**src/rtl/load_store_unit_pkg.sv**
```systemverilog
// Shared encodings for the load/store unit.
// Access-size codes and FSM state values.
package load_store_unit_pkg;

  localparam logic [1:0] LEN_B = 2'd0;
  localparam logic [1:0] LEN_H = 2'd1;
  localparam logic [1:0] LEN_W = 2'd2;
  localparam logic [1:0] LEN_D = 2'd3;

  localparam logic [1:0] S_IDLE  = 2'd0;
  localparam logic [1:0] S_READ  = 2'd1;
  localparam logic [1:0] S_WRITE = 2'd2;
  localparam logic [1:0] S_RESP  = 2'd3;

  localparam int CNT_W = 5;

  function automatic logic is_misaligned(
    input logic [1:0] len,
    input logic [2:0] lo
  );
    logic m;
    m = 1'b0;
    case (len)
      LEN_H:   m = lo[0];
      LEN_W:   m = |lo[1:0];
      LEN_D:   m = |lo;
      default: m = 1'b0;
    endcase
    return m;
  endfunction

endpackage

```
**src/rtl/load_store_unit_lane_merge.sv**
```systemverilog
// Byte-lane extract/extend for loads and
// lane merge for sub-dword stores.
module lane_merge
  import load_store_unit_pkg::*;
(
  input  logic [63:0] rd,
  input  logic [63:0] wd,
  input  logic [2:0]  off,
  input  logic [1:0]  len,
  input  logic        sgn,
  output logic [63:0] ext,
  output logic [63:0] merged
);

  logic [5:0]  sh;
  logic [63:0] shifted;
  logic [63:0] mask;

  // Shift the addressed lane down, extend it, and splice store bytes in
  always_comb begin
    sh      = {off, 3'b000};
    shifted = rd >> sh;
    mask    = '0;
    ext     = '0;
    unique case (len)
      LEN_B: begin
        mask = 64'h0000_0000_0000_00FF;
        ext  = {{56{sgn & shifted[7]}}, shifted[7:0]};
      end
      LEN_H: begin
        mask = 64'h0000_0000_0000_FFFF;
        ext  = {{48{sgn & shifted[15]}}, shifted[15:0]};
      end
      LEN_W: begin
        mask = 64'h0000_0000_FFFF_FFFF;
        ext  = {{32{sgn & shifted[31]}}, shifted[31:0]};
      end
      LEN_D: begin
        mask = '1;
        ext  = shifted;
      end
    endcase
    merged = (rd & ~(mask << sh)) | ((wd & mask) << sh);
  end

endmodule

```
**src/rtl/load_store_unit.sv**
```systemverilog
// Load/store unit: core request to dword data bus,
// with lane extraction and read-modify-write stores.
module load_store_unit
  import load_store_unit_pkg::*;
#(
  parameter int BUS_LATENCY = 1
) (
  input  logic        clk,
  input  logic        rst,
  input  logic        req_valid,
  output logic        req_ready,
  input  logic        req_rw,
  input  logic [1:0]  req_len,
  input  logic        req_signed,
  input  logic [63:0] req_addr,
  input  logic [63:0] req_wdata,
  output logic        resp_valid,
  output logic [63:0] resp_rdata,
  output logic        resp_exception,
  output logic        resp_misaligned,
  output logic        bus_rw,
  output logic [63:0] bus_addr,
  output logic [63:0] bus_write,
  input  logic [63:0] bus_read,
  input  logic        bus_exception
);

  logic [1:0]       state;
  logic             rw_q;
  logic [1:0]       len_q;
  logic             sgn_q;
  logic [2:0]       off_q;
  logic [63:0]      wdata_q;
  logic [63:0]      data_q;
  logic             exc_q;
  logic             mis_q;
  logic [CNT_W-1:0] cnt;
  logic [63:0]      ld_ext;
  logic [63:0]      st_merged;

  lane_merge u_lane (
    .rd     (bus_read),
    .wd     (wdata_q),
    .off    (off_q),
    .len    (len_q),
    .sgn    (sgn_q),
    .ext    (ld_ext),
    .merged (st_merged)
  );

  // Request capture, bus sequencing and response staging
  always_ff @(posedge clk or posedge rst) begin
    if (rst) begin
      state    <= S_IDLE;
      rw_q     <= 1'b0;
      len_q    <= LEN_B;
      sgn_q    <= 1'b0;
      off_q    <= '0;
      wdata_q  <= '0;
      data_q   <= '0;
      exc_q    <= 1'b0;
      mis_q    <= 1'b0;
      cnt      <= '0;
      bus_addr <= '0;
    end else begin
      unique case (state)
        S_IDLE: begin
          if (req_valid) begin
            rw_q    <= req_rw;
            len_q   <= req_len;
            sgn_q   <= req_signed;
            off_q   <= req_addr[2:0];
            wdata_q <= req_wdata;
            data_q  <= '0;
            exc_q   <= 1'b0;
            mis_q   <= 1'b0;
            cnt     <= '0;
            if (is_misaligned(req_len, req_addr[2:0])) begin
              mis_q <= 1'b1;
              state <= S_RESP;
            end else begin
              bus_addr <= {req_addr[63:3], 3'b000};
              if (req_rw && req_len == LEN_D) begin
                data_q <= req_wdata;
                state  <= S_WRITE;
              end else begin
                state <= S_READ;
              end
            end
          end
        end
        S_READ: begin
          if (cnt == CNT_W'(BUS_LATENCY)) begin
            cnt <= '0;
            if (bus_exception) begin
              exc_q  <= 1'b1;
              data_q <= '0;
              state  <= S_RESP;
            end else if (rw_q) begin
              data_q <= st_merged;
              state  <= S_WRITE;
            end else begin
              data_q <= ld_ext;
              state  <= S_RESP;
            end
          end else begin
            cnt <= cnt + CNT_W'(1);
          end
        end
        S_WRITE: begin
          exc_q <= bus_exception;
          state <= S_RESP;
        end
        S_RESP: begin
          state <= S_IDLE;
        end
      endcase
    end
  end

  assign req_ready       = (state == S_IDLE);
  assign resp_valid      = (state == S_RESP);
  assign resp_exception  = resp_valid & exc_q;
  assign resp_misaligned = resp_valid & mis_q;
  assign resp_rdata      = (resp_valid && !rw_q) ? data_q : '0;
  assign bus_rw          = (state == S_WRITE);
  assign bus_write       = bus_rw ? data_q : '0;

endmodule

```
**config.mk**
```make
export PLATFORM = sky130hd
export DESIGN_NAME = load_store_unit
export DESIGN_NICKNAME = d
export VERILOG_FILES = /design/src/rtl/load_store_unit_pkg.sv /design/src/rtl/load_store_unit_lane_merge.sv /design/src/rtl/load_store_unit.sv
export SDC_FILE = /design/constraint.sdc
export NUM_CORES = 1
export LEC_CHECK = 0
export ABC_AREA = 0
export CAP_MARGIN = 40
export CORE_ASPECT_RATIO = 1.4
export CORE_UTILIZATION = 49
export CTS_CLUSTER_DIAMETER = 30
export DETAILED_ROUTE_END_ITERATION = 6
export GPL_TIMING_DRIVEN = 0
export MAX_ROUTING_LAYER = met4
export PLACE_DENSITY_LB_ADDON = 0.08
export SLEW_MARGIN = 20
export SYNTH_ARGS = -nofsm -noshare
export SYNTH_HDL_FRONTEND = slang
export SYNTH_SLANG_ARGS = --single-unit
```
**constraint.sdc**
```tcl
create_clock -name clk -period 9 [get_ports clk]
set_input_delay 0.9 -clock clk [delete_from_list [all_inputs] [get_ports clk]]
set_output_delay 0.9 -clock clk [all_outputs]
set_load 0.03 [all_outputs]
```
==> results of run 1 <==
## layout make-up
cell class | instances | area (sq um)
Tap cell | 375 | 469
Clock buffer | 51 | 1170
Clock inverter | 26 | 339
Antenna cell | 7 | 17.5
Inverter | 11 | 48.8
Buffer | 137 | 704
Multi-Input combinational cell | 1150 | 8200
Fill cell | 2015 | 8110
Timing Repair Buffer | 412 | 4130
Sequential cell | 205 | 5130
## worst register-to-register path, stage by stage, from the launching register on
cell and delay (ns):
dfrtp_1 0.42, inv_1 0.14, ha_1 0.22, buf_2 0.25, mux2i_1 0.23, o21ba_2 0.31
buf_2 0.33, buf_2 0.41, buf_1 0.67, nor2_1 0.13, o22ai_1 0.19
## path summary, 6_finish.rpt
kind                                 end  slack, ns  depth (start not counted)
max in group asynchronous    wdata_q[14]       7.43                          3
min                           data_q[21]       0.50                          2
min reg2reg                   data_q[21]       0.50                          2
max reg2reg                    data_q[2]       5.57                         10
min in group asynchronous    bus_addr[9]       0.78                          2
max                        bus_write[25]       4.55                          7
## cell families after synthesis
family | count (synthesis) | share of synthesized area (%)
compound gates | 427 | 19.7
xor+xnor | 1 | 0.0623
fa+ha+maj | 6 | 0.534
buf+inv | 148 | 5.31
flops | 205 | 36.5
mux | 262 | 20.8
other cells | 1 | 0.0267
simple gates | 451 | 17.0
## sequential cells by signal, summed over array words and instances (netlist names)
register and cells:
sgn_q 1, rw_q 1, bus_addr 61, wdata_q 64, len_q 2, mis_q 1
data_q 64, exc_q 1, cnt 5, state 2, off_q 3
## routing by layer
layer	GRT usage, %	wire, microns	vias up
met5	-	0	-
met4	49.9	8930	0
met3	18.3	10000	551
met2	80.9	34400	1506
met1	58.4	25600	7700
li1	-	-	6468
## per-stage QoR
| stage | hold slack, ns | cells | power (uW) | worst slack (ns) |
|---|---|---|---|---|
| floorplan | 0.442 | 1503 | 4590 | 2.50 |
| global placement | 0.464 | 2270 | 6600 | 0.0997 |
| detailed placement | 0.469 | 2279 | 6720 | 5.20 |
| CTS | 0.501 | 2356 | 8470 | 4.63 |
| global route | 0.521 | 2373 | 9000 | 4.52 |
| finish | 0.501 | 2374 | 8870 | 4.55 |
## cells in the final DEF (no fill, tap or decap), types with 9 or more instances in the layout
cell type and n:
a211oi_1 23, a21oi_1 148, a221oi_1 27, a22o_1 10, a22oi_1 12, a31oi_1 9, and2_1 137, and3_1 52
buf_2 43, buf_4 23, buf_6 15, clkbuf_1 65, clkbuf_16 43, clkdlybuf4s50_1 392, dfrtp_1 205, mux2_2 156
mux2i_1 97, nand2_1 108, nand2b_1 17, nand3_1 23, nor2_1 73, o211ai_1 9, o21ai_0 55, o21ai_1 12
o22ai_1 28, o31ai_1 39
## power by group
group,total [uW],internal [uW],switching [uW],leakage (uW)
Clock,1670,1080,590,0.000714
Sequential,1900,1370,526,0.00255
Combinational,5290,1870,3430,0.00522
Total,8870,4320,4540,0.00849
==> flow_metrics.env, run 1 <==
export IMPL_cp_buffers_inverters=5
export IMPL_finalCritPeriodShare_pct=49.5
export IMPL_slew_violations=0
export IMPL_root_buffer="clkbuf_16"
export IMPL_cp_arrival_ns=3.55
export IMPL_place_area_sq_mm=0.0186
export IMPL_grt_start_max_net_pins=84
export IMPL_cp_start_kind="flip-flop"
export IMPL_rsz0062_at_grt="false"
export IMPL_r2r_start="state[0]"
export IMPL_status="finished with violations"
export IMPL_drive_above_1_share_pct=17.5
export IMPL_drt_wl_total_mm=78.9
export IMPL_path_clk_slew_ns=0.05
export IMPL_fp_dieArea_sq_mm=0.0294
export IMPL_cts_buffers=43
export IMPL_crit_type="flip-flop to primary output"
export IMPL_post_cts_resized=0
export IMPL_start_util_pct=49.6
export IMPL_slowest_stage="clkdlybuf4s50_1"
export IMPL_ys_types=75
export IMPL_core_sq_mm=0.0283
export IMPL_yosys_top_cells_count="dfrtp_1, mux2_2, a21oi_1"
export IMPL_p_leak_uw=0.00849
export IMPL_synth_warnings=0
export IMPL_htreeDepth=2
export IMPL_critPathLaunch="state[0]"
export IMPL_critPathMaxStageDelay_ns=0.67
export IMPL_grt_antenna_before_repair=5
export IMPL_synth_seq_area_share_pct=36.5
export IMPL_holdCritStartpoint="data_q[21]"
export IMPL_clockBufferDepth=3
export IMPL_detail_route_vias_per_cell=6.83
export IMPL_grt_remaining_overflow=0
export IMPL_ys_flop_type="dfrtp_1"
export IMPL_dr_pass1_iters=7
export IMPL_critical_path_most_common_cell="clkbuf_1"
export IMPL_crit_chain="inv_1 -> ha_1 -> clkbuf_1 -> buf_6 -> clkbuf_1 -> and2_1 -> clkdlybuf4s50_1"
export IMPL_rows=73
export IMPL_grt_pass1_wl_mm=113
export IMPL_fin_crit_ns=4.45
export IMPL_avgSynthCellArea_sq_um=9.36
export IMPL_setup_tns_ns=0
export IMPL_maxCapViolCount=0
export IMPL_cts_tree="done"
export IMPL_synth_edff_count=0
export IMPL_fmax_ghz=0.225
export IMPL_drc=31
export IMPL_synth_cells=1501
export IMPL_violations="design-rule violations"
export IMPL_worstPathRequired_ns=8.10
export IMPL_relSlewSlack_pct=30.9
export IMPL_cts_setup_buffers=0
export IMPL_grtUsageTotal_pct=54.9
export IMPL_setup_viol=0
export IMPL_antenna_left=0
export IMPL_synth_area_top_cells="dfrtp_1, mux2_2, mux2i_1"
export IMPL_synth_top_area_share_pct=36.5
export IMPL_synthesis_area_sq_mm=0.0141
export IMPL_crit_fanout=10
export IMPL_clk_latency_ns=0.56
export IMPL_holdCritPathClass="flip-flop to flip-flop"
export IMPL_final_setup_skew_ns=0.0283
export IMPL_chipHeight_microns=202
export IMPL_peakVddDrop_uv=290
export IMPL_drt_iter0_drc=2004
export IMPL_wl_per_cell_microns=33.3
export IMPL_io_buffers=392
export IMPL_ioPinCount=397
export IMPL_worst_pin_slew_ns=1.04
export IMPL_async_reset_ff_share_pct=100
export IMPL_fin_area_sq_mm=0.0202
export IMPL_die_w_microns=145
export IMPL_synthToLayoutAreaGrowth_pct=43.7
export IMPL_dp_hpwl_mm=57.4
export IMPL_grt_pass1_vias=16400
export IMPL_cts_num_sinks=205
export IMPL_yosys_area_top_type="dfrtp_1"
export IMPL_final_util_pct=71.3
export IMPL_cts_hold_buf=0
export IMPL_p_per_area_mw_per_mm2=439
export IMPL_vias=16200
export IMPL_cp_end_kind="primary output"
export IMPL_crit_family="buffers and inverters"
export IMPL_hold_violations=0
export IMPL_nNetsFinal=2166
export IMPL_synth_most_common_cell="dfrtp_1"
export IMPL_place_gp_congestion=1.16
export IMPL_synth_seq_cells=205
Note: power is estimated with default switching activity, not from simulation.
==> inputs of run 2 (changes only) <==
- CORE_UTILIZATION: 49 -> 44
- clock period: 9 -> 4.05 ns (I/O delays scaled with it)
==> run 2 against run 1 <==
Net effect: the flow now finishes without violations; via count fell by 2.3%; hold slack lost 0.26 ns; cell area fell by 0.32%; first-iteration DRC count shrank 9.6%; sequential cell count is the same; clock power rose by 100%; critical path depth fell by 1; combinational power rose by 120%; critical path type unchanged; cell count up 0.76%; register-to-register slack got worse by 5.0 ns.
==> flow_metrics.env, run 2 (synthesis results as in run 1) <==
export IMPL_grt_pass1_wl_mm=114
export IMPL_nNetsFinal=2169
export IMPL_die_w_microns=153
export IMPL_p_leak_uw=0.00846
export IMPL_rows=77
export IMPL_reg2reg_depth=10
export IMPL_dr_pass1_iters=6
export IMPL_wl_per_cell_microns=33.6
export IMPL_multi_input_area_sq_mm=0.00820
export IMPL_reg2reg_to="data_q[1]"
export IMPL_reg_top3="data_q x64, wdata_q x64, bus_addr x61"
export IMPL_dp_hpwl_mm=61.6
export IMPL_fillCellCount=2473
export IMPL_crit_fanout=10
export IMPL_cp_buffers_inverters=4
export IMPL_final_util_pct=63.9
export IMPL_r2r_start="state[0]"
export IMPL_cp_end_kind="primary output"
export IMPL_relSlewSlack_pct=25.6
export IMPL_holdCritStartpoint="req_valid"
export IMPL_detail_route_vias_per_cell=6.63
export IMPL_synthToLayoutAreaGrowth_pct=43.3
export IMPL_worst_pin_slew_ns=1.12
export IMPL_final_setup_skew_ns=0.0283
export IMPL_post_cts_resized=0
export IMPL_hold_ws_ns=0.244
export IMPL_fp_dieArea_sq_mm=0.0327
export IMPL_antenna_left=0
export IMPL_maxCapViolCount=0
export IMPL_status="finished clean"
export IMPL_place_gp_congestion=1.12
export IMPL_cts_tree="done"
export IMPL_setup_tns_ns=0
export IMPL_reg2reg_slack_ns=0.61
export IMPL_fmax_ghz=0.275
export IMPL_cts_num_sinks=205
export IMPL_drt_iter0_drc=1811
export IMPL_slew_violations=0
export IMPL_path_clk_slew_ns=0.06
export IMPL_worstPathRequired_ns=3.64
export IMPL_crit_type="flip-flop to primary output"
export IMPL_clk_latency_ns=0.56
export IMPL_core_sq_mm=0.0315
export IMPL_vias=15800
export IMPL_grt_remaining_overflow=0
export IMPL_htreeDepth=2
export IMPL_cp_start_kind="flip-flop"
export IMPL_holdPathStages=3
export IMPL_drc=0
export IMPL_start_util_pct=44.6
export IMPL_holdCritPathClass="input pin to flip-flop"
export IMPL_layout_commonest_cell="clkdlybuf4s50_1"
export IMPL_seqCellArea_sq_mm=0.00513
export IMPL_clockBufferDepth=3
export IMPL_peakVddDrop_uv=697
export IMPL_grt_antenna_before_repair=4
export IMPL_io_buffers=392
export IMPL_grt_start_max_net_pins=37
export IMPL_crit_family="buffers and inverters"
export IMPL_cp_arrival_ns=3.24
export IMPL_cts_setup_buffers=0
export IMPL_worstHoldEndpoint="mis_q"
export IMPL_hold_violations=0
export IMPL_drive_above_1_share_pct=17.8
export IMPL_root_buffer="clkbuf_16"
export IMPL_critPathMaxStageDelay_ns=0.67
export IMPL_cts_hold_buf=0
export IMPL_ioPinCount=397
export IMPL_grtUsageTotal_pct=50.9
export IMPL_cts_buffers=41
export IMPL_grt_pass1_vias=16200
export IMPL_finalCritPeriodShare_pct=89.9
export IMPL_rsz0062_at_grt="false"
export IMPL_setup_viol=0
export IMPL_fin_crit_ns=3.64
export IMPL_slowest_stage="clkdlybuf4s50_1"
export IMPL_final_cell_mix="clkdlybuf4s50_1, dfrtp_1, mux2_2, a21oi_1, and2_1"
export IMPL_p_per_area_mw_per_mm2=967
export IMPL_drt_wl_total_mm=80.3
export IMPL_chipHeight_microns=213
export IMPL_crit_chain="inv_1 -> ha_1 -> clkbuf_2 -> clkbuf_1 -> and2_1 -> clkdlybuf4s50_1"
## run 2: cell types whose count changed in the layout (fill, tap and decap cells not counted), moves of 2 or more
cell	delta
inv_8	-2
clkbuf_16	-2
buf_2	+4
clkinv_2	+6
buf_12	+5
clkbuf_8	-4
clkinvlp_4	-2
bufinv_16	-2
diode_2	-4
clkinv_4	+2
clkbuf_1	-2
## run 2: how the worst max path moves through the flow
stage | from | endpoint | slack, ns | cells after the start
after CTS | state[0] | bus_write[56] | 0.45 | 6
after global placement | rst | wdata_q[24] | -0.46 | 2
after detailed placement | req_len[0] | data_q[40] | 0.72 | 7
after floorplan | rst | bus_addr[10] | 0.99 | 1
after global routing | state[0] | bus_write[56] | 0.29 | 6
final | state[0] | bus_write[56] | 0.41 | 6
## run 2: layout make-up
class	instances	share of cell area (%)
multi-input combinational	1150	40.7
sequential	205	25.5
timing repair buffer	417	20.8
clock buffer	45	5.27
buffer	137	3.51
tap	395	2.45
clock inverter	29	1.50
inverter	11	0.224
antenna	3	0.0373
## run 2: per-layer routing
layer / part of all wire (%) / up-vias / GRT usage [%] / routed length [microns]
li1: - / 6482 / - / -
met1: 33 / 7637 / 52.7 / 26900
met2: 45 / 1276 / 78.6 / 36100
met3: 11 / 454 / 15.9 / 8740
met4: 11 / 0 / 45.1 / 8570
met5: 0 / - / - / 0
## run 2: worst min-delay path, stage by stage
cell and delay [ns]:
buf_2 0.18, a21oi_1 0.09, nor2_1 0.08
## run 2: power by group
group          switching [uW]  internal [uW]
Clock                    1260           2120
Combinational            7770           4150
Sequential               1140           3050
Total                   10200           9320
## run 2: through the flow
step	cell area (sq um)	instances	total power, uW	setup slack (ns)
finish	20100	2392	19500	0.409
global route	20100	2392	19900	0.286
CTS	20100	2381	18800	0.451
detailed placement	18700	2307	15300	0.716
global placement	18500	2290	15100	-0.459
floorplan	14100	1503	10200	0.987
